### config.mk
export PLATFORM = sky130hd
export DESIGN_NAME = binarize_thr_ctrl
export DESIGN_NICKNAME = d
export VERILOG_FILES = /design/src/rtl/binarize_thr_ctrl.sv
export SDC_FILE = /design/constraint.sdc
export NUM_CORES = 1
export LEC_CHECK = 0
export ABC_AREA = 1
export CAP_MARGIN = 5
export CORE_AREA = 2 2 160 99
export CTS_BUF_LIST = sky130_fd_sc_hd__clkbuf_8
export DETAILED_ROUTE_END_ITERATION = 10
export DIE_AREA = 0 0 162 101
export GPL_ROUTABILITY_DRIVEN = 0
export PLACE_DENSITY_LB_ADDON = 0.12
export SKIP_CTS_REPAIR_TIMING = 1
export SYNTH_ARGS = -nofsm -noshare
export SYNTH_HDL_FRONTEND = slang
export SYNTH_SLANG_ARGS = --single-unit
### constraint.sdc
create_clock -name clk -period 1.6 [get_ports clk]
set_input_delay 0.16 -clock clk [delete_from_list [all_inputs] [get_ports clk]]
set_output_delay 0.16 -clock clk [all_outputs]
set_load 0.1 [all_outputs]
### src/rtl/binarize_thr_ctrl.sv
// rtl/binarize_thr_ctrl.sv - frame-atomic YCbCr threshold scheduler with optional auto Y window
// Host writes land in shadow registers; they are committed to the active outputs one cycle after vsync rises.
module binarize_thr_ctrl #(
    parameter int         IMG_HDISP  = 640,
    parameter int         ROI_UP     = 44,
    parameter int         ROI_DOWN   = 380,
    parameter int         ROI_LEFT   = 47,
    parameter int         ROI_RIGHT  = 567,
    parameter logic [7:0] Y_MAX_INIT = 8'd60,
    parameter logic [2:0] FLAG_INIT  = 3'b111
) (
    input  logic        clk,
    input  logic        rst_n,
    input  logic        per_frame_vsync,
    input  logic        per_frame_clken,
    input  logic [7:0]  per_img_Y,
    input  logic        auto_en,
    input  logic        cfg_valid,
    output logic        cfg_ready,
    input  logic [2:0]  cfg_addr,
    input  logic [7:0]  cfg_data,
    output logic [7:0]  Y_max,
    output logic [7:0]  Y_min,
    output logic [7:0]  Cb_max,
    output logic [7:0]  Cb_min,
    output logic [7:0]  Cr_max,
    output logic [7:0]  Cr_min,
    output logic [2:0]  flag,
    output logic        auto_done,
    output logic [15:0] frame_cnt
);

    typedef enum logic [1:0] {S_IDLE, S_FRAME, S_COMMIT} state_t;

    state_t      state_q, state_d;
    logic        vs_q;
    logic        vs_rise;
    logic        commit;
    logic        cfg_fire;

    logic [7:0]  sh_ymax_q, sh_ymin_q, sh_cbmax_q, sh_cbmin_q, sh_crmax_q, sh_crmin_q;
    logic [2:0]  sh_flag_q;

    logic [7:0]  ymax_q, ymin_q, cbmax_q, cbmin_q, crmax_q, crmin_q;
    logic [2:0]  flag_q;
    logic        auto_done_q;
    logic [15:0] frame_cnt_q;

    logic [9:0]  x_q, y_q;
    logic [7:0]  acc_min_q, acc_max_q;
    logic        roi_hit_q;
    logic        in_roi;
    logic        acc_en;
    logic [8:0]  acc_sum;

    assign vs_rise  = per_frame_vsync & ~vs_q;
    assign commit   = (state_q == S_COMMIT);
    assign cfg_ready = ~commit;
    assign cfg_fire = cfg_valid & cfg_ready;

    assign in_roi = (x_q >= 10'(ROI_LEFT)) && (x_q <= 10'(ROI_RIGHT)) &&
                    (y_q >= 10'(ROI_UP))   && (y_q <= 10'(ROI_DOWN));
    assign acc_en = (state_q == S_FRAME) & per_frame_clken & ~per_frame_vsync & in_roi;
    assign acc_sum = {1'b0, acc_min_q} + {1'b0, acc_max_q};

    always_comb begin
        state_d = state_q;
        case (state_q)
            S_IDLE:   if (vs_rise) state_d = S_COMMIT;
            S_FRAME:  if (vs_rise) state_d = S_COMMIT;
            S_COMMIT: state_d = S_FRAME;
            default:  state_d = S_IDLE;
        endcase
    end

    always_ff @(posedge clk or negedge rst_n) begin
        if (!rst_n) begin
            state_q <= S_IDLE;
            vs_q    <= 1'b0;
        end else begin
            state_q <= state_d;
            vs_q    <= per_frame_vsync;
        end
    end

    // Shadows are never written during S_COMMIT, so the commit always sees a stable set.
    always_ff @(posedge clk or negedge rst_n) begin
        if (!rst_n) begin
            sh_ymax_q  <= Y_MAX_INIT;
            sh_ymin_q  <= 8'd0;
            sh_cbmax_q <= 8'd255;
            sh_cbmin_q <= 8'd0;
            sh_crmax_q <= 8'd255;
            sh_crmin_q <= 8'd0;
            sh_flag_q  <= FLAG_INIT;
        end else if (cfg_fire) begin
            case (cfg_addr)
                3'd0:    sh_ymax_q  <= cfg_data;
                3'd1:    sh_ymin_q  <= cfg_data;
                3'd2:    sh_cbmax_q <= cfg_data;
                3'd3:    sh_cbmin_q <= cfg_data;
                3'd4:    sh_crmax_q <= cfg_data;
                3'd5:    sh_crmin_q <= cfg_data;
                3'd6:    sh_flag_q  <= cfg_data[2:0];
                default: ;
            endcase
        end
    end

    always_ff @(posedge clk or negedge rst_n) begin
        if (!rst_n) begin
            ymax_q      <= Y_MAX_INIT;
            ymin_q      <= 8'd0;
            cbmax_q     <= 8'd255;
            cbmin_q     <= 8'd0;
            crmax_q     <= 8'd255;
            crmin_q     <= 8'd0;
            flag_q      <= FLAG_INIT;
            auto_done_q <= 1'b0;
            frame_cnt_q <= 16'd0;
        end else begin
            auto_done_q <= 1'b0;
            if (commit) begin
                cbmax_q     <= sh_cbmax_q;
                cbmin_q     <= sh_cbmin_q;
                crmax_q     <= sh_crmax_q;
                crmin_q     <= sh_crmin_q;
                flag_q      <= sh_flag_q;
                frame_cnt_q <= frame_cnt_q + 16'd1;
                if (auto_en && roi_hit_q) begin
                    ymax_q      <= acc_sum[8:1];
                    ymin_q      <= 8'd0;
                    auto_done_q <= 1'b1;
                end else begin
                    ymax_q <= sh_ymax_q;
                    ymin_q <= sh_ymin_q;
                end
            end
        end
    end

    always_ff @(posedge clk or negedge rst_n) begin
        if (!rst_n) begin
            x_q <= 10'd0;
            y_q <= 10'd0;
        end else if (per_frame_vsync) begin
            x_q <= 10'd0;
            y_q <= 10'd0;
        end else if (per_frame_clken) begin
            if (x_q == 10'(IMG_HDISP - 1)) begin
                x_q <= 10'd0;
                y_q <= y_q + 10'd1;
            end else begin
                x_q <= x_q + 10'd1;
            end
        end
    end

    always_ff @(posedge clk or negedge rst_n) begin
        if (!rst_n) begin
            acc_min_q <= 8'd255;
            acc_max_q <= 8'd0;
            roi_hit_q <= 1'b0;
        end else if (commit) begin
            acc_min_q <= 8'd255;
            acc_max_q <= 8'd0;
            roi_hit_q <= 1'b0;
        end else if (acc_en) begin
            if (per_img_Y < acc_min_q) acc_min_q <= per_img_Y;
            if (per_img_Y > acc_max_q) acc_max_q <= per_img_Y;
            roi_hit_q <= 1'b1;
        end
    end

    assign Y_max     = ymax_q;
    assign Y_min     = ymin_q;
    assign Cb_max    = cbmax_q;
    assign Cb_min    = cbmin_q;
    assign Cr_max    = crmax_q;
    assign Cr_min    = crmin_q;
    assign flag      = flag_q;
    assign auto_done = auto_done_q;
    assign frame_cnt = frame_cnt_q;

endmodule

After elaboration in Yosys (flattened, before gate mapping)
Cells that the tools add are included.

cells by class
  equal/unequal tests = 10
  bitwise gates (word level) = 8
  reductions and logical operators = 22
  $lt $le $gt $ge = 6
  $add $sub $neg = 4
  mux-type cells = 20

operators with widths
  cell                                                                                  number
  8-bit two-way mux                                                                     8
  10-bit two-way mux                                                                    6
  10-bit by 1-bit adder with 10-bit output, second input constant                       2
  10-bit by 6-bit greater-or-equal comparator with 1-bit output, second input constant  2
  2-bit AND reduction                                                                   10
  16-bit by 1-bit adder with 16-bit output, second input constant                       1
  10-bit equality test, second input constant                                           1
  10-bit less-or-equal comparator, second input constant                                1
  10-bit by 9-bit less-or-equal comparator with 1-bit output, second input constant     1
  2-bit nonzero test                                                                    5
  8-bit by 8-bit adder with 9-bit output                                                1
  3-bit equality test, second input constant                                            3
  8-bit greater-than comparator                                                         1
  8-bit less-than comparator                                                            1
  3-bit by 2-bit equality test with 1-bit output, second input constant                 2
  1-bit AND                                                                             5
  1-bit logical AND                                                                     4
  1-bit two-way mux                                                                     4
  2-bit one-hot mux with 2 select lines                                                 1
  3-bit by 1-bit equality test with 1-bit output, second input constant                 1
  3-bit logical NOT                                                                     1
  1-bit inverter                                                                        3
  2-bit by 1-bit equality test with 1-bit output, second input constant                 1
  2-bit equality test, second input constant                                            1
  4 further kinds                                                                       4

storage, ports and cells
  input port bits = 25
  register bits after elaboration = 159

Depth between registers and ports, before layout
  word-level depth = 7
  mapped depth = 14
  depth with buffers taken out = 14

Least setup slack after synthesis
OpenSTA, ideal clock, no wires.

  kind = register to register
  start = reg frame_cnt_q[2] (netlist: frame_cnt[2])
  end = reg frame_cnt_q[15] (netlist: frame_cnt[15])
  setup slack = -0.488 ns
  cell stages (with the launch flop) = 10
  buffers on the path = 0
  library setup time = 0.122 ns
  arrival = 1.966 ns
  path through = dfrtp_1 nand2_1 nor3_4 nand2_2 nor2_4 nand2_2 nor2_4 nand2_1 nand2_1 nand2_1

on the way
  cells in the longest elaborated chain, start to end = 1

RTL lines
  element                                   line  text
  start, declared                           47    logic [15:0] frame_cnt_q;
  start signal, assigned                    129   frame_cnt_q <= frame_cnt_q + 16'd1;
  16-bit by 1-bit adder with 16-bit output  129

Every way passes these cells.
A chain may end at the register's enable or synchronous reset.

Worst setup path after layout
  start = reg acc_min_q[7]
  end = reg acc_min_q[1]

on the way
  cells in the longest elaborated chain, start to end = 3

RTL lines
  element                               line  text
  start, declared                       50    logic [7:0] acc_min_q, acc_max_q;
  start signal, assigned                169   if (per_img_Y < acc_min_q) acc_min_q <= per_img_Y;
  8-bit less-than comparator            169
  2-bit nonzero test (no source line)   -
  2-bit AND reduction (no source line)  -

Every way passes these cells.

==> out/metrics.yaml <==
p_clk_share_pct: 17.7
via_count: 6371
reg2regPathDepth: 10
finalSetupViolCount: 21
violations: "setup timing"
slew_headroom_pct: 66.3
grt_max_degree: 49
synth_seq_area_share_pct: 53.2
die_w_um: 162
synth_edf_count: 0
grtUsageMet1_pct: 35.7
synth_seq_cells: 159
reg2reg_slack_ns: -0.17
rsz0062_at_grt: "yes"
row_count: 35
fin_worst_skew_ns: 0.0136
drt_pass1_iterations: 5
slew_violations: 0
clk_latency_ns: 0.46
drive_above_1_share_pct: 33.7
yosysWarnings: 0
path_max_fanout: 8
routedWlPerCell_um: 15.4
drv_cap: 0
outcome: "complete, but fails checks"
synthesis.area_um2: 7610
pwr-share-comb_pct: 46.9
core_area_um2: 15000
die-area_um2: 16400
timing.fmax_mhz: 566
fin_ws_ns: -0.166
yosysTopAreaCellShare_pct: 34.5
crit_required_ns: 2.00
num-nets-final: 1079
cts_sinks: 159
p_sw_w: 0.00762
power_leakage_nw: 5.05
die_y_um: 101
antenna_left: 0
async_flop_share_pct: 100
h-tree-depth: 4
port_buffers: 93
synth_flop_cell: "dfrtp_1"
final.period_utilization_pct: 110
io_pins: 94
syn_inst: 867
cts-root-buf: "clkbuf_8"
grt_util_met2_pct: 33.8
synth_top_area_cell: "dfrtp_1"
antenna_found_initial: 0
p_int_w: 0.00940
worst_pin_slew_ns: 0.506
synth.most_common_cell: "nand2_1"
crit_arrival_ns: 2.17
period_needed_ns: 1.77
grt_first_pass_wirelength_um: 29900
p_seq_share_pct: 35.4
path_clk_slew_ns: 0.10
grt_pass1_vias: 5878
initial_utilization_pct: 50.8
wl_um: 19100
drtIter0Drc: 482
top_usage_layer: "met1"
hold_class: "primary input to asynchronous set/reset pin"
clock_path_buffers: 2
largest_reg_flops: 16
power_density_nw_per_um2: 1570
worstSetupStartpoint: "acc_min_q[7]"
p_sw_share_pct: 44.8
viasPerCell: 5.13
drc: 0
track_usage_pct: 23.2
area_growth_pct: 42.3
start_kind: "register"
antenna_cells: 0
holdWs_ns: 0.214
cts_buffers: 17
syn-mean-instance-area_um2: 8.78
worstSetupEndpointType: "register"
cts_tree: "built"
synth_nets: 919
rr_endpoint: "acc_min_q[1]"
dp_hpwl_um: 12800
synthTopCellsByArea: "dfrtp_1 (35%), dfstp_2 (19%), nand2_1 (15%)"
ir_drop_mv: 1.15
grt-ovfl-total: 0
ys_top_cells_by_count: "nand2_1 (300), dfrtp_1 (105), inv_1 (70)"
fill_cells: 1111
critical_path_class: "register to register"
hold_violations: 0
r2r_start: "acc_min_q[7]"
yosysUniqueCellTypes: 43
gr-usage-met3_pct: 4.90
finalSetupTns_ns: -1.79
[worst max path at each step]
| stage | end | slack (ns) | cells past startpoint |
|---|---|---|---|
| 5_1_grt | acc_min_q[1] | -0.22 | 10 |
| 6_report | acc_min_q[1] | -0.17 | 10 |
| 3_3_place_gp | acc_min_q[7] | -0.20 | 10 |
| 2_1_floorplan | frame_cnt[15] | -0.04 | 9 |
| 3_5_place_dp | acc_min_q[1] | -0.24 | 10 |
| 4_1_cts | Y_max[4] | -0.19 | 9 |
[through the flow]
step                      cells  power, W  area [µm²]  utilization [%]  setup slack (ns)
after CTS                  1229    0.0165       10300             68.8            -0.192
after global routing       1243    0.0178       10800             72.3            -0.219
after global placement     1197    0.0134        9900             66.1            -0.202
final                      1243    0.0170       10800             72.3            -0.166
after floorplan             867    0.0104        7640                -           -0.0409
after detailed placement   1197    0.0135        9900             66.1            -0.235
[cells in the final DEF, fill, tap and decap left out, types with 12 or more instances in the layout]
master	Yosys	routed
dfrtp_2	0	12
nor2_1	40	39
buf_4	1	56
dfstp_2	54	54
xor2_1	14	14
o21ai_1	24	26
nand2_1	300	272
clkbuf_8	0	18
o21ai_0	58	54
ha_1	26	15
inv_1	70	64
nand3_1	43	40
nand2_2	5	27
buf_12	0	74
dfrtp_1	105	90
a21oi_1	29	20
clkdlybuf4s50_1	0	23
[final cells by class]
class | instances | area (µm²) | area share, %
clock buffer | 18 | 248 | 2.29
inverter | 78 | 312 | 2.88
clock inverter | 14 | 149 | 1.37
sequential | 159 | 4070 | 37.6
multi-input combinational | 609 | 3540 | 32.6
tap | 203 | 254 | 2.34
timing repair buffer | 162 | 2260 | 20.9
[logic make-up (layout without fill, tap and decap cells)]
kind of cell	after synthesis	in the layout	synth area share, %
compound gates	117	117	7.92
xor+xnor	20	20	2.30
flops	159	159	53.2
fa+ha+maj	27	27	4.54
simple gates	444	445	26.8
buf+inv	100	272	5.31
[power groups by stage]
| stage | clock, W | sequential, W | combinational, W |
|---|---|---|---|
| 3_3_place_gp | 0 | 0.00605 | 0.00732 |
| 2_1_floorplan | 0 | 0.00902 | 0.00142 |
| 5_1_grt | 0.00324 | 0.00613 | 0.00840 |
| 3_5_place_dp | 0 | 0.00604 | 0.00741 |
| 4_1_cts | 0.00304 | 0.00600 | 0.00743 |
| 6_report | 0.00301 | 0.00602 | 0.00799 |
[metal layers]
metal	share of wire, %	wire, µm
met3	5.7	1100
met4	0.75	143
met5	0	0
met2	45	8710
met1	48	9200
[critical path: stages, from the launching register on]
cell and delay (ns):
dfstp_2 0.54, inv_1 0.05, ha_1 0.30, nand2_1 0.08, nor2_1 0.18, nand2_2 0.09
nand2_4 0.11, nand2_8 0.09, nand2_8 0.12, nand2_2 0.07, nand2_2 0.07
Note: power is estimated with default switching activity, not from simulation.
